$ cat config.mk
export PLATFORM = sky130hd
export DESIGN_NAME = pcs25g_gray12_elastic_ctrl
export DESIGN_NICKNAME = d
export VERILOG_FILES = /design/src/rtl/pcs25g_gray12_pkg.sv /design/src/rtl/pcs25g_gray12_elastic_ctrl_ptr.sv /design/src/rtl/pcs25g_gray12_elastic_ctrl.sv
export SDC_FILE = /design/constraint.sdc
export NUM_CORES = 1
export LEC_CHECK = 0
export ABC_AREA = 0
export BUFFER_PORTS_ARGS = -buffer_cell sky130_fd_sc_hd__buf_2
export CORE_MARGIN = 2
export CORE_UTILIZATION = 40
export CTS_BUF_LIST = sky130_fd_sc_hd__clkbuf_4
export DETAILED_ROUTE_END_ITERATION = 10
export PLACE_DENSITY = 0.63
export SLEW_MARGIN = 20
export SYNTH_ARGS = -nofsm -noshare
export SYNTH_HDL_FRONTEND = slang
export SYNTH_SLANG_ARGS = --single-unit
$ cat constraint.sdc
create_clock -name clk -period 4.4 [get_ports clk]
set_input_delay 0.44 -clock clk [delete_from_list [all_inputs] [get_ports clk]]
set_output_delay 0.44 -clock clk [all_outputs]
set_load 0.1 [all_outputs]
$ cat src/rtl/pcs25g_gray12_pkg.sv
// Shared constants and helpers for the 12-entry PCS 25G elastic buffer controller.
// Defines the mod-12 Gray code sequence, its successor function and its Gray-to-index decode.
package pcs25g_gray12_pkg;

  localparam int DEPTH = 12;

  // Mod-12 Gray sequence; the wrap from G11 back to G0 also flips a single bit.
  localparam logic [3:0] G0  = 4'b0000;
  localparam logic [3:0] G1  = 4'b0001;
  localparam logic [3:0] G2  = 4'b0011;
  localparam logic [3:0] G3  = 4'b0010;
  localparam logic [3:0] G4  = 4'b0110;
  localparam logic [3:0] G5  = 4'b0111;
  localparam logic [3:0] G6  = 4'b0101;
  localparam logic [3:0] G7  = 4'b0100;
  localparam logic [3:0] G8  = 4'b1100;
  localparam logic [3:0] G9  = 4'b1101;
  localparam logic [3:0] G10 = 4'b1001;
  localparam logic [3:0] G11 = 4'b1000;

  function automatic logic [3:0] gray12_next(input logic [3:0] g);
    case (g)
      G0:      return G1;
      G1:      return G2;
      G2:      return G3;
      G3:      return G4;
      G4:      return G5;
      G5:      return G6;
      G6:      return G7;
      G7:      return G8;
      G8:      return G9;
      G9:      return G10;
      G10:     return G11;
      G11:     return G0;
      default: return G0;
    endcase
  endfunction

  function automatic logic [3:0] gray12_to_bin(input logic [3:0] g);
    case (g)
      G0:      return 4'd0;
      G1:      return 4'd1;
      G2:      return 4'd2;
      G3:      return 4'd3;
      G4:      return 4'd4;
      G5:      return 4'd5;
      G6:      return 4'd6;
      G7:      return 4'd7;
      G8:      return 4'd8;
      G9:      return 4'd9;
      G10:     return 4'd10;
      G11:     return 4'd11;
      default: return 4'd0;
    endcase
  endfunction

endpackage

$ cat src/rtl/pcs25g_gray12_elastic_ctrl_ptr.sv
// Enable-gated mod-12 Gray pointer register (module pcs25g_gray12_ptr).
// Exposes the Gray code and its binary RAM index; synchronous active-low reset to G0.
module pcs25g_gray12_ptr
  import pcs25g_gray12_pkg::*;
(
  input  logic       clk,
  input  logic       reset_n,
  input  logic       en_i,
  output logic [3:0] gray_o,
  output logic [3:0] idx_o
);

  logic [3:0] gray_q;
  logic [3:0] gray_d;

  always_comb begin
    gray_d = en_i ? gray12_next(gray_q) : gray_q;
  end

  // NOTE: state registers use non-blocking assignments so every flop samples pre-edge values.
  always_ff @(posedge clk) begin
    if (!reset_n) gray_q <= G0;
    else          gray_q <= gray_d;
  end

  assign gray_o = gray_q;
  assign idx_o  = gray12_to_bin(gray_q);

endmodule

$ cat src/rtl/pcs25g_gray12_elastic_ctrl.sv
// Pointer/flow controller for the 12-entry PCS 25G elastic buffer (storage RAM is external).
// Define PCS25G_ELASTIC_RC_EN to enable clock-compensation idle deletion and insertion.
module pcs25g_gray12_elastic_ctrl
  import pcs25g_gray12_pkg::*;
#(
  parameter int HI_WM = 9,
  parameter int LO_WM = 3
) (
  input  logic       clk,
  input  logic       reset_n,
  input  logic       wr_valid,
  input  logic       wr_del_ok,
  output logic       wr_ready,
  output logic       ram_we,
  output logic [3:0] ram_waddr,
  input  logic       rd_ready,
  input  logic       rd_idle_ok,
  output logic       rd_valid,
  output logic       rd_ins,
  output logic [3:0] ram_raddr,
  output logic [3:0] wr_gray,
  output logic [3:0] rd_gray,
  output logic [3:0] level,
  output logic       full,
  output logic       empty,
  output logic       rc_del,
  output logic       rc_ins
);

  logic [3:0] level_q, level_d;
  logic       rc_del_q, rc_ins_q;
  logic       del, ins, push, pop;

  assign full  = (level_q == 4'(DEPTH));
  assign empty = (level_q == 4'd0);

`ifdef PCS25G_ELASTIC_RC_EN
  assign del = reset_n & wr_valid & wr_del_ok & (level_q >= 4'(HI_WM)) & ~full;
  assign ins = reset_n & rd_ready & rd_idle_ok & (level_q <= 4'(LO_WM));
`else
  logic unused_rc;
  assign del       = 1'b0;
  assign ins       = 1'b0;
  assign unused_rc = &{1'b0, wr_del_ok, rd_idle_ok, 4'(HI_WM), 4'(LO_WM)};
`endif

  // Handshake outputs are forced low while reset is asserted.
  assign wr_ready = reset_n & ~full;
  assign push     = wr_valid & wr_ready & ~del;
  assign pop      = reset_n & rd_ready & ~empty & ~ins;
  assign ram_we   = push;
  assign rd_valid = reset_n & (ins | ~empty);
  assign rd_ins   = ins;

  pcs25g_gray12_ptr u_wr_ptr (
    .clk     (clk),
    .reset_n (reset_n),
    .en_i    (push),
    .gray_o  (wr_gray),
    .idx_o   (ram_waddr)
  );

  pcs25g_gray12_ptr u_rd_ptr (
    .clk     (clk),
    .reset_n (reset_n),
    .en_i    (pop),
    .gray_o  (rd_gray),
    .idx_o   (ram_raddr)
  );

  // NOTE: assign a default before the case so every path drives level_d and no latch is inferred.
  always_comb begin
    level_d = level_q;
    case ({push, pop})
      2'b10:   level_d = level_q + 4'd1;
      2'b01:   level_d = level_q - 4'd1;
      default: level_d = level_q;
    endcase
  end

  always_ff @(posedge clk) begin
    if (!reset_n) begin
      level_q  <= 4'd0;
      rc_del_q <= 1'b0;
      rc_ins_q <= 1'b0;
    end else begin
      level_q  <= level_d;
      rc_del_q <= del;
      rc_ins_q <= ins;
    end
  end

  assign level  = level_q;
  assign rc_del = rc_del_q;
  assign rc_ins = rc_ins_q;

endmodule
=== After elaboration in Yosys (flattened, before gate mapping) ===
Memory sizes are Yosys's and may differ from the RTL's. A register that Yosys moved wholly into a read port is not among the register bits.
Index checks and enable logic that the tools add are counted.

* Bits in registers: 4
* ROM bits: 256
* Bits of input ports: 6
* Output and inout bits: 28
* Logic and storage cells: 22
* Memories: 4

* $add $sub $neg: 2
* Eq/ne operators: 3
* Muxes and demuxes: 1
* Bitwise operators: 7
* Reductions and logical operators: 4

{| class="wikitable"
|+ Memory list
! memory !! depth !! width !! read ports !! clocked after memory_dff !! write ports !! line !! RTL
|-
| (no name shown) || 16 || 4 || 1 || 0 || 0 || pcs25g_gray12_pkg.sv:40 || <nowiki>case (g)</nowiki>
|-
| (no name shown) || 16 || 4 || 1 || 1 || 0 || pcs25g_gray12_pkg.sv:22 || <nowiki>case (g)</nowiki>
|-
| (no name shown) || 16 || 4 || 1 || 0 || 0 || pcs25g_gray12_pkg.sv:40 ||
|-
| (no name shown) || 16 || 4 || 1 || 1 || 0 || pcs25g_gray12_pkg.sv:22 ||
|}

{| class="wikitable"
|+ Operator list
! cell !! number
|-
| 4-bit one-hot mux with 2 select lines || 1
|-
| 1-bit AND || 5
|-
| 4-bit by 1-bit adder with 4-bit output, second input constant || 1
|-
| 4-bit == test, second input constant || 1
|-
| 4-bit zero test || 1
|-
| 4-bit by 1-bit subtractor with 4-bit output, second input constant || 1
|-
| 2-bit by 1-bit == test with 1-bit output, second input constant || 1
|-
| 2-bit == test, second input constant || 1
|-
| 1-bit zero test || 2
|-
| 1-bit NOT || 2
|-
| 2-bit nonzero test || 1
|}

=== Logic depth before layout (Yosys ltp) ===
Gate-level depths: netlist (run 1).

* Depth in word-level cells: 6
* Gate-level depth with buffers: 10
* Mapped depth without buffers: 9

=== Hierarchy ===
From an unflattened synthesis (run 1), not the netlist that was laid out.

* Cells, all modules: 122
* Area total of the unflattened synthesis: 1,022.2 µm²

{| class="wikitable"
|+ Modules (own cells, without submodules)
! module !! times used !! cells each !! area an instance (µm²) !! sequential area each (µm²)
|-
| pcs25g_gray12_ptr (u_wr_ptr) || 1 || 41 || 347.8 || 80.1
|-
| pcs25g_gray12_elastic_ctrl || 1 || 40 || 337.8 || 80.1
|-
| pcs25g_gray12_ptr (u_rd_ptr) || 1 || 41 || 336.6 || 80.1
|}

=== Worst setup path after synthesis (run 1) ===
Ideal clock, no wire load.

* Path type: reg2out
* Start point: reg level_q[0] (netlist: level[0])
* End point: out empty
* Arrival: 3,736 ps
* Required time: 3,960 ps
* Slack: 224 ps
* Cell stages (with the launch flop): 2
* Buffers on the path: 0
* Cells stage by stage: dfxtp_1 > nor4_1

* Word-level cells in the longest chain between the ends: 1

{| class="wikitable"
|+ RTL lines
! element !! line !! RTL
|-
| start, declared || pcs25g_gray12_elastic_ctrl.sv:30 || <nowiki>logic [3:0] level_q, level_d;</nowiki>
|-
| start signal, assigned || pcs25g_gray12_elastic_ctrl.sv:87 || <nowiki>level_q <= level_d;</nowiki>
|-
| 4-bit zero test || pcs25g_gray12_elastic_ctrl.sv:35 || <nowiki>assign empty = (level_q == 4'd0);</nowiki>
|-
| end, declared || pcs25g_gray12_elastic_ctrl.sv:25 || <nowiki>output logic empty,</nowiki>
|}

Every way passes these cells.

=== Worst setup path after layout (run 1) ===
* Start point: reg level_q[0] (netlist: level[0])
* End point: reg level_q[3] (netlist: level[3])

* Word-level cells in the longest chain between the ends: 6
* Elaborated cells on any way between the ends: 13
* Classes of those cells: add/sub: 2; eq/ne: 3; mux: 1; bitwise: 5; reduce/logical: 2

{| class="wikitable"
|+ RTL lines
! element !! line !! RTL
|-
| 4-bit == test || pcs25g_gray12_elastic_ctrl.sv:34 || <nowiki>assign full = (level_q == 4'(DEPTH));</nowiki>
|-
| 1-bit NOT || pcs25g_gray12_elastic_ctrl.sv:48 || <nowiki>assign wr_ready = reset_n & ~full;</nowiki>
|-
| 1-bit AND || pcs25g_gray12_elastic_ctrl.sv:48 ||
|-
| 1-bit AND || pcs25g_gray12_elastic_ctrl.sv:49 || <nowiki>assign push = wr_valid & wr_ready & ~del;</nowiki>
|-
| 2-bit by 1-bit == test with 1-bit output or 2-bit == test (tied branches) || pcs25g_gray12_elastic_ctrl.sv:74 || <nowiki>case ({push, pop})</nowiki>
|-
| 4-bit one-hot mux with 2 select lines or 2-bit nonzero test (tied branches) || n/a ||
|}

Parallel ways exist; a longest one is shown, timed or not.
A chain may end at the register's enable or synchronous reset.

==> results.toml, run 1 <==
[timing]
setup_violations = 0
finalWorstSetupSlack_ps = 1850
finalHoldViolCount = 0
fin_setup_tns_ps = 0
finalCritPeriodShare = 0.580
drv_slew = 0
rsz0062_at_grt = "false"
fmax_mhz = 392
fin_skew_ps = 2.47
finalCriticalPeriod_ps = 2550

[worst_setup_path]
crit_required_ps = 4600
crit_type = "reg -> reg"
worstPathArrival_ps = 2760
crit_fanout = 9
end_kind = "register"
worstSetupStartpointType = "register"

[die]
fp.dieW_um = 53.6
coreArea_um2 = 2280
fp.dieArea_um2 = 2870
fp.dieH_um = 53.6
start_util = 0.432
ioPinCount = 34
rows = 17

[routing]
wl_per_cell_um = 12.2
viasPerCell = 5.39
drc_errors = 0
dr.pass1.iters = 4
wl_um = 1990
vias = 879
drt_iter0_markers = 16
ant_nets = 0

[final_layout]
stdcell_area_um2 = 1110
fin_cells = 163
drive_gt1_frac = 0.281
fillers = 227
regArea_um2 = 240
diodes = 0
multiInputGateArea_um2 = 629
area_growth_pct = 13.1
fin_nets = 156

[outcome]
run_status = "finished clean"

[clocking]
clkSinkCount = 12
cts_tree = "done"
cts_made_buffers = 3
max-clock-path-buffers = 2
post_cts.repair.setup_buffers = 0
htree_levels = 1
clk_pin_slew_ps = 80
clk_latency_ps = 270
hold_buffers = 0
root_buffer = "clkbuf_4"
cts_resized = 0

[place]
io_buffers = 28
dpl_cell_area_um2 = 1090
gp_congestion = 0.804
place_ws_ps = 1870
hpwl_um = 1520
placed_cells = 159

[logic_synthesis]
syn_area_um2 = 983
synth_top_area_frac = 0.244
synth_common_cells = "ha_1, nor2_1, dfxtp_1, inv_1, a21oi_1"
synth_edf_count = 0
syn_area_per_cell_um2 = 8.94
yosys-top-cells-area = "dfxtp_1, ha_1, a21oi_1, nor2_1, inv_1"
ys_ff_latch = 12
synth_flop_cell = "dfxtp_1"
netlist_instances = 110
ys_async_sr_fraction = 0
yosysSeqAreaShare = 0.244
synth_warnings = 0
yosys.area.top_type = "dfxtp_1"
ys_types = 36

[pwr]
p_sw_mw = 0.249
seqPwrFrac = 0.290
p_leak_nw = 0.526
combinationalPowerShare = 0.552
clkPwrFrac = 0.158
power.internal_mw = 0.193
power_density_nw_per_um2 = 397
ir_drop_uv = 206
switching_share = 0.564

[global_routing]
grt_max_degree = 15
grt.total_usage = 0.161
grt.overflow.total = 0
antenna_found_initial = 0
grt_pass1_vias = 763
grt_pass1_wl_um = 3350

[flow_run]
drv_cap = 0

[min_path]
min_path_type = "in -> reg"
area by class of cell:
type | count | area share
multi-input combinational | 80 | 0.566
sequential | 12 | 0.216
timing repair buffer | 28 | 0.126
inverter | 11 | 0.0371
tap | 28 | 0.0315
clock buffer | 3 | 0.0202
clock inverter | 1 | 0.00337
cells by family (layout without fill, tap and decap cells):
logic type,count (synthesis),count (layout),share of synthesized area
fa+ha+maj,14,14,0.186
buf+inv,20,43,0.123
xor+xnor,4,4,0.0356
flops,12,12,0.244
compound gates,28,28,0.205
other cells,1,3,0.00381
mux,4,4,0.0433
simple gates,27,27,0.159
worst max-delay path, cell delays in order, from the launching register on:
cell     delay [ps]
dfxtp_1         380
o41a_1          460
and2_4          200
ha_1            220
ha_1            330
a21oi_1         180
a21oi_1         110
or4_1           460
a21oi_1         150
through the flow:
stage	hold slack (ps)	power, mW	utilization
finish	517	0.442	0.489
global route	510	0.470	0.489
CTS	514	0.447	0.489
detailed placement	524	0.375	0.477
global placement	512	0.372	0.477
floorplan	602	0.346	-
power by group through the flow:
stage / Clock (mW) / Combinational, mW / Sequential (mW)
2_1_floorplan: 0 / 0.166 / 0.181
3_3_place_gp: 0 / 0.242 / 0.130
3_5_place_dp: 0 / 0.244 / 0.131
4_1_cts: 0.0734 / 0.245 / 0.128
5_1_grt: 0.0819 / 0.258 / 0.130
6_report: 0.0698 / 0.244 / 0.128
final timing paths:
check,start,endpoint,slack (ps),cells after the start
setup / recovery,level[0]$_SDFFE_PN0P_,level[3]$_SDFFE_PN0P_,1850,8
hold / removal,wr_valid,u_wr_ptr.gray_o[0]$_SDFFE_PN0P_,520,3
setup reg to reg,level[0]$_SDFFE_PN0P_,level[3]$_SDFFE_PN0P_,1850,8
hold reg to reg,level[3]$_SDFFE_PN0P_,level[3]$_SDFFE_PN0P_,540,2
placed cells by master (no fill, tap or decap), types with 2 or more instances in the layout:
master	netlist	layout
mux2i_1	2	2
a31oi_1	2	2
a2111oi_2	2	2
buf_2	0	28
nor4_1	3	3
nand2_1	2	2
dfxtp_1	12	12
clkbuf_4	0	3
mux2_2	2	2
xor2_1	4	4
a211oi_1	3	3
a311oi_1	2	2
o21a_1	2	2
inv_1	11	11
ha_1	13	13
conb_1	1	3
a21oi_1	10	10
o21ai_0	3	3
nor2_1	13	13
per-layer routing:
metal	up-vias	global-route usage	wire length, um	part of all wire
met5	-	0	0	0
li1	438	-	-	-
met2	24	0.261	982	0.49
met3	5	0.0333	112	0.056
met4	0	0.0641	27	0.014
met1	412	0.207	866	0.44
sequential cells by signal, indices dropped and copies added (netlist names):
| register | flops |
|---|---|
| u_wr_ptr.gray_o | 4 |
| u_rd_ptr.gray_o | 4 |
| level | 4 |
(Power assumes the default switching activity.)
==> run 2, diff against run 1 <==
--- a/config.mk
+++ b/config.mk
@@ -5,7 +5,7 @@
 export SDC_FILE = /design/constraint.sdc
 export NUM_CORES = 1
 export LEC_CHECK = 0
-export ABC_AREA = 0
+export ABC_AREA = 1
 export BUFFER_PORTS_ARGS = -buffer_cell sky130_fd_sc_hd__buf_2
 export CORE_MARGIN = 2
 export CORE_UTILIZATION = 40
==> constraint.sdc (replaced) <==
create_clock -name clk -period 2.55 [get_ports clk]
set_input_delay 0.255 -clock clk [delete_from_list [all_inputs] [get_ports clk]]
set_output_delay 0.255 -clock clk [all_outputs]
set_load 0.1 [all_outputs]
==> run 2 against run 1 <==
Net effect: sequential share of layout area shrank 1.8 points; synthesized cell count grew 41%; cell area grew 10%; die area grew 4.8%; largest power group unchanged; critical path depth shrank 2; final cell count grew 31%; global-route usage shrank 1.1 points; area after synthesis grew 5.2%; clock power grew 68%.
==> results.toml, run 2 <==
[place]
io_buffers = 28
dpl_cell_area_um2 = 1200
placed_cells = 209
place_ws_ps = 541
gp_congestion = 0.807
hpwl_um = 1680

[worst_setup_path]
end_kind = "output pin"
reg2reg_depth = 11
crit_required_ps = 2300
endpoint = "ram_raddr[0]"
crit_fanout = 6
worstReg2RegStart = "level[0]$_SDFFE_PN0P_"
crit_type = "reg -> out"
rrSetupSlack_ps = 540
startpoint = "u_rd_ptr.gray_o[1]$_SDFFE_PN0P_"
worstReg2RegEnd = "level[3]$_SDFFE_PN0P_"
critPathBufInv = 2
worstPathArrival_ps = 1850
cp_cell_sequence = "inv_1, ha_1, a21oi_1, o21ai_0, o21ai_2, buf_2"
crit_family = "buffers and inverters"
slowest_stage = "buf_2"
worstSetupStartpointType = "register"
slowest_delay_ps = 430
crit_cells = 6

[outcome]
run_status = "finished clean"

[timing]
fin_skew_ps = 1.53
setup_violations = 0
finalCriticalPeriod_ps = 2100
finalWorstSetupSlack_ps = 448
rsz0062_at_grt = "false"
finalHoldViolCount = 0
fmax_mhz = 476
fin_setup_tns_ps = 0
drv_slew = 0
hold_ws_ps = 316
finalCritPeriodShare = 0.824

[logic_synthesis]
yosysSeqAreaShare = 0.232
synth_edf_count = 0
ys_types = 24
synth_warnings = 0
yosys.area.top_type = "dfxtp_1"
synthXorXnorAreaFrac = 0.0169
synth_flop_cell = "dfxtp_1"
synth-compound-area-share = 0.163
synth.most_common_cell = "nand2_1"
syn_area_per_cell_um2 = 6.68
yosys.area_share.adder = 0.177
syn_area_um2 = 1030
ys_async_sr_fraction = 0
ys_ff_latch = 12
netlist_instances = 155
yosys.area_share.simple = 0.268
synth_top_area_frac = 0.232
synth_top_family_by_area = "simple AND/OR/NAND/NOR gates"
synth_mux_area_frac = 0
synth_common_cells = "nand2_1, inv_1, o21ai_0, ha_1, dfxtp_1"
yosys-top-cells-area = "dfxtp_1, ha_1, nand2_1, o21ai_0, inv_1"

[clocking]
clk_pin_slew_ps = 70
cts_resized = 0
root_buffer = "clkbuf_4"
hold_buffers = 0
cts_made_buffers = 3
cts_tree = "done"
clkSinkCount = 12
htree_levels = 1
post_cts.repair.setup_buffers = 0
max-clock-path-buffers = 2
clk_latency_ps = 260

[routing]
wl_per_cell_um = 9.54
dr.pass1.iters = 4
drc_errors = 0
ant_nets = 0
drt_iter0_markers = 17
wl_um = 2030
viasPerCell = 4.72
vias = 1006

[global_routing]
grt_max_degree = 12
grt_pass1_wl_um = 3350
antenna_found_initial = 0
grt_pass1_vias = 838
grt.overflow.total = 0
grt.total_usage = 0.150

[die]
start_util = 0.422
fp.dieArea_um2 = 3010
ioPinCount = 34
fp.dieH_um = 54.9
fp.dieW_um = 54.9
coreArea_um2 = 2450
rows = 18

[final_layout]
final_cell_mix = "nand2_1, buf_2, inv_1, o21ai_0, ha_1"
fillers = 263
drive_gt1_frac = 0.273
area_growth_pct = 18.7
layout_commonest_cell = "nand2_1"
fin_cells = 213
fin_nets = 204
stdcell_area_um2 = 1230
utilization = 0.501
diodes = 0

[flow_run]
drv_cap = 0

[pwr]
power_density_nw_per_um2 = 654
ir_drop_uv = 648
power.total_mw = 0.803
p_leak_nw = 0.653

[min_path]
min_path_type = "in -> reg"
run 2: worst min path at each step:
stage / to / startpoint / cells past startpoint
after global placement: level[0]$_SDFFE_PN0P_ / level[0]$_SDFFE_PN0P_ / 1
after CTS: level[0]$_SDFFE_PN0P_ / reset_n / 3
final: level[0]$_SDFFE_PN0P_ / reset_n / 3
after detailed placement: level[0]$_SDFFE_PN0P_ / level[0]$_SDFFE_PN0P_ / 1
after global routing: u_rd_ptr.gray_o[2]$_SDFFE_PN0P_ / reset_n / 3
after floorplan: level[0]$_SDFFE_PN0P_ / reset_n / 2
run 2: cells by family after synthesis:
kind of cell             Yosys count
AO/OA/AOI/OAI                     32
XOR/XNOR                           2
adder cells (fa/ha/maj)           14
buffers and inverters             33
flip-flops                        12
other                              1
AND/OR/NAND/NOR                   61
run 2: where the power goes:
part | total (mW) | switching, mW | internal (mW)
registers | 0.225 | 0.0209 | 0.204
logic | 0.461 | 0.378 | 0.0826
clock network | 0.117 | 0.0608 | 0.0565
run 2: worst min-delay path: cells and delay by family:
kind / cells / cell delay [ps]
buffers and inverters: 1 / 160
AOI/OAI and AO/OA: 2 / 130
run 2: per-layer routing:
layer  wire length, um  global-route usage  vias up
met5                 0                   0        -
met4                17              0.0542        0
met3                86              0.0246        2
met2              1000               0.264       25
met1               925               0.181      439
li1                  -                   -      540
run 2: layout make-up:
class                   instances  area, um^2  share of cell area
multi-input cells             112         676               0.550
well taps                      30        37.5              0.0305
inverters                      27         106              0.0866
clock inverters                 1        3.75             0.00305
flip-flops and latches         12         243               0.198
repair buffers                 28         140               0.114
clock buffers                   3        22.5              0.0183
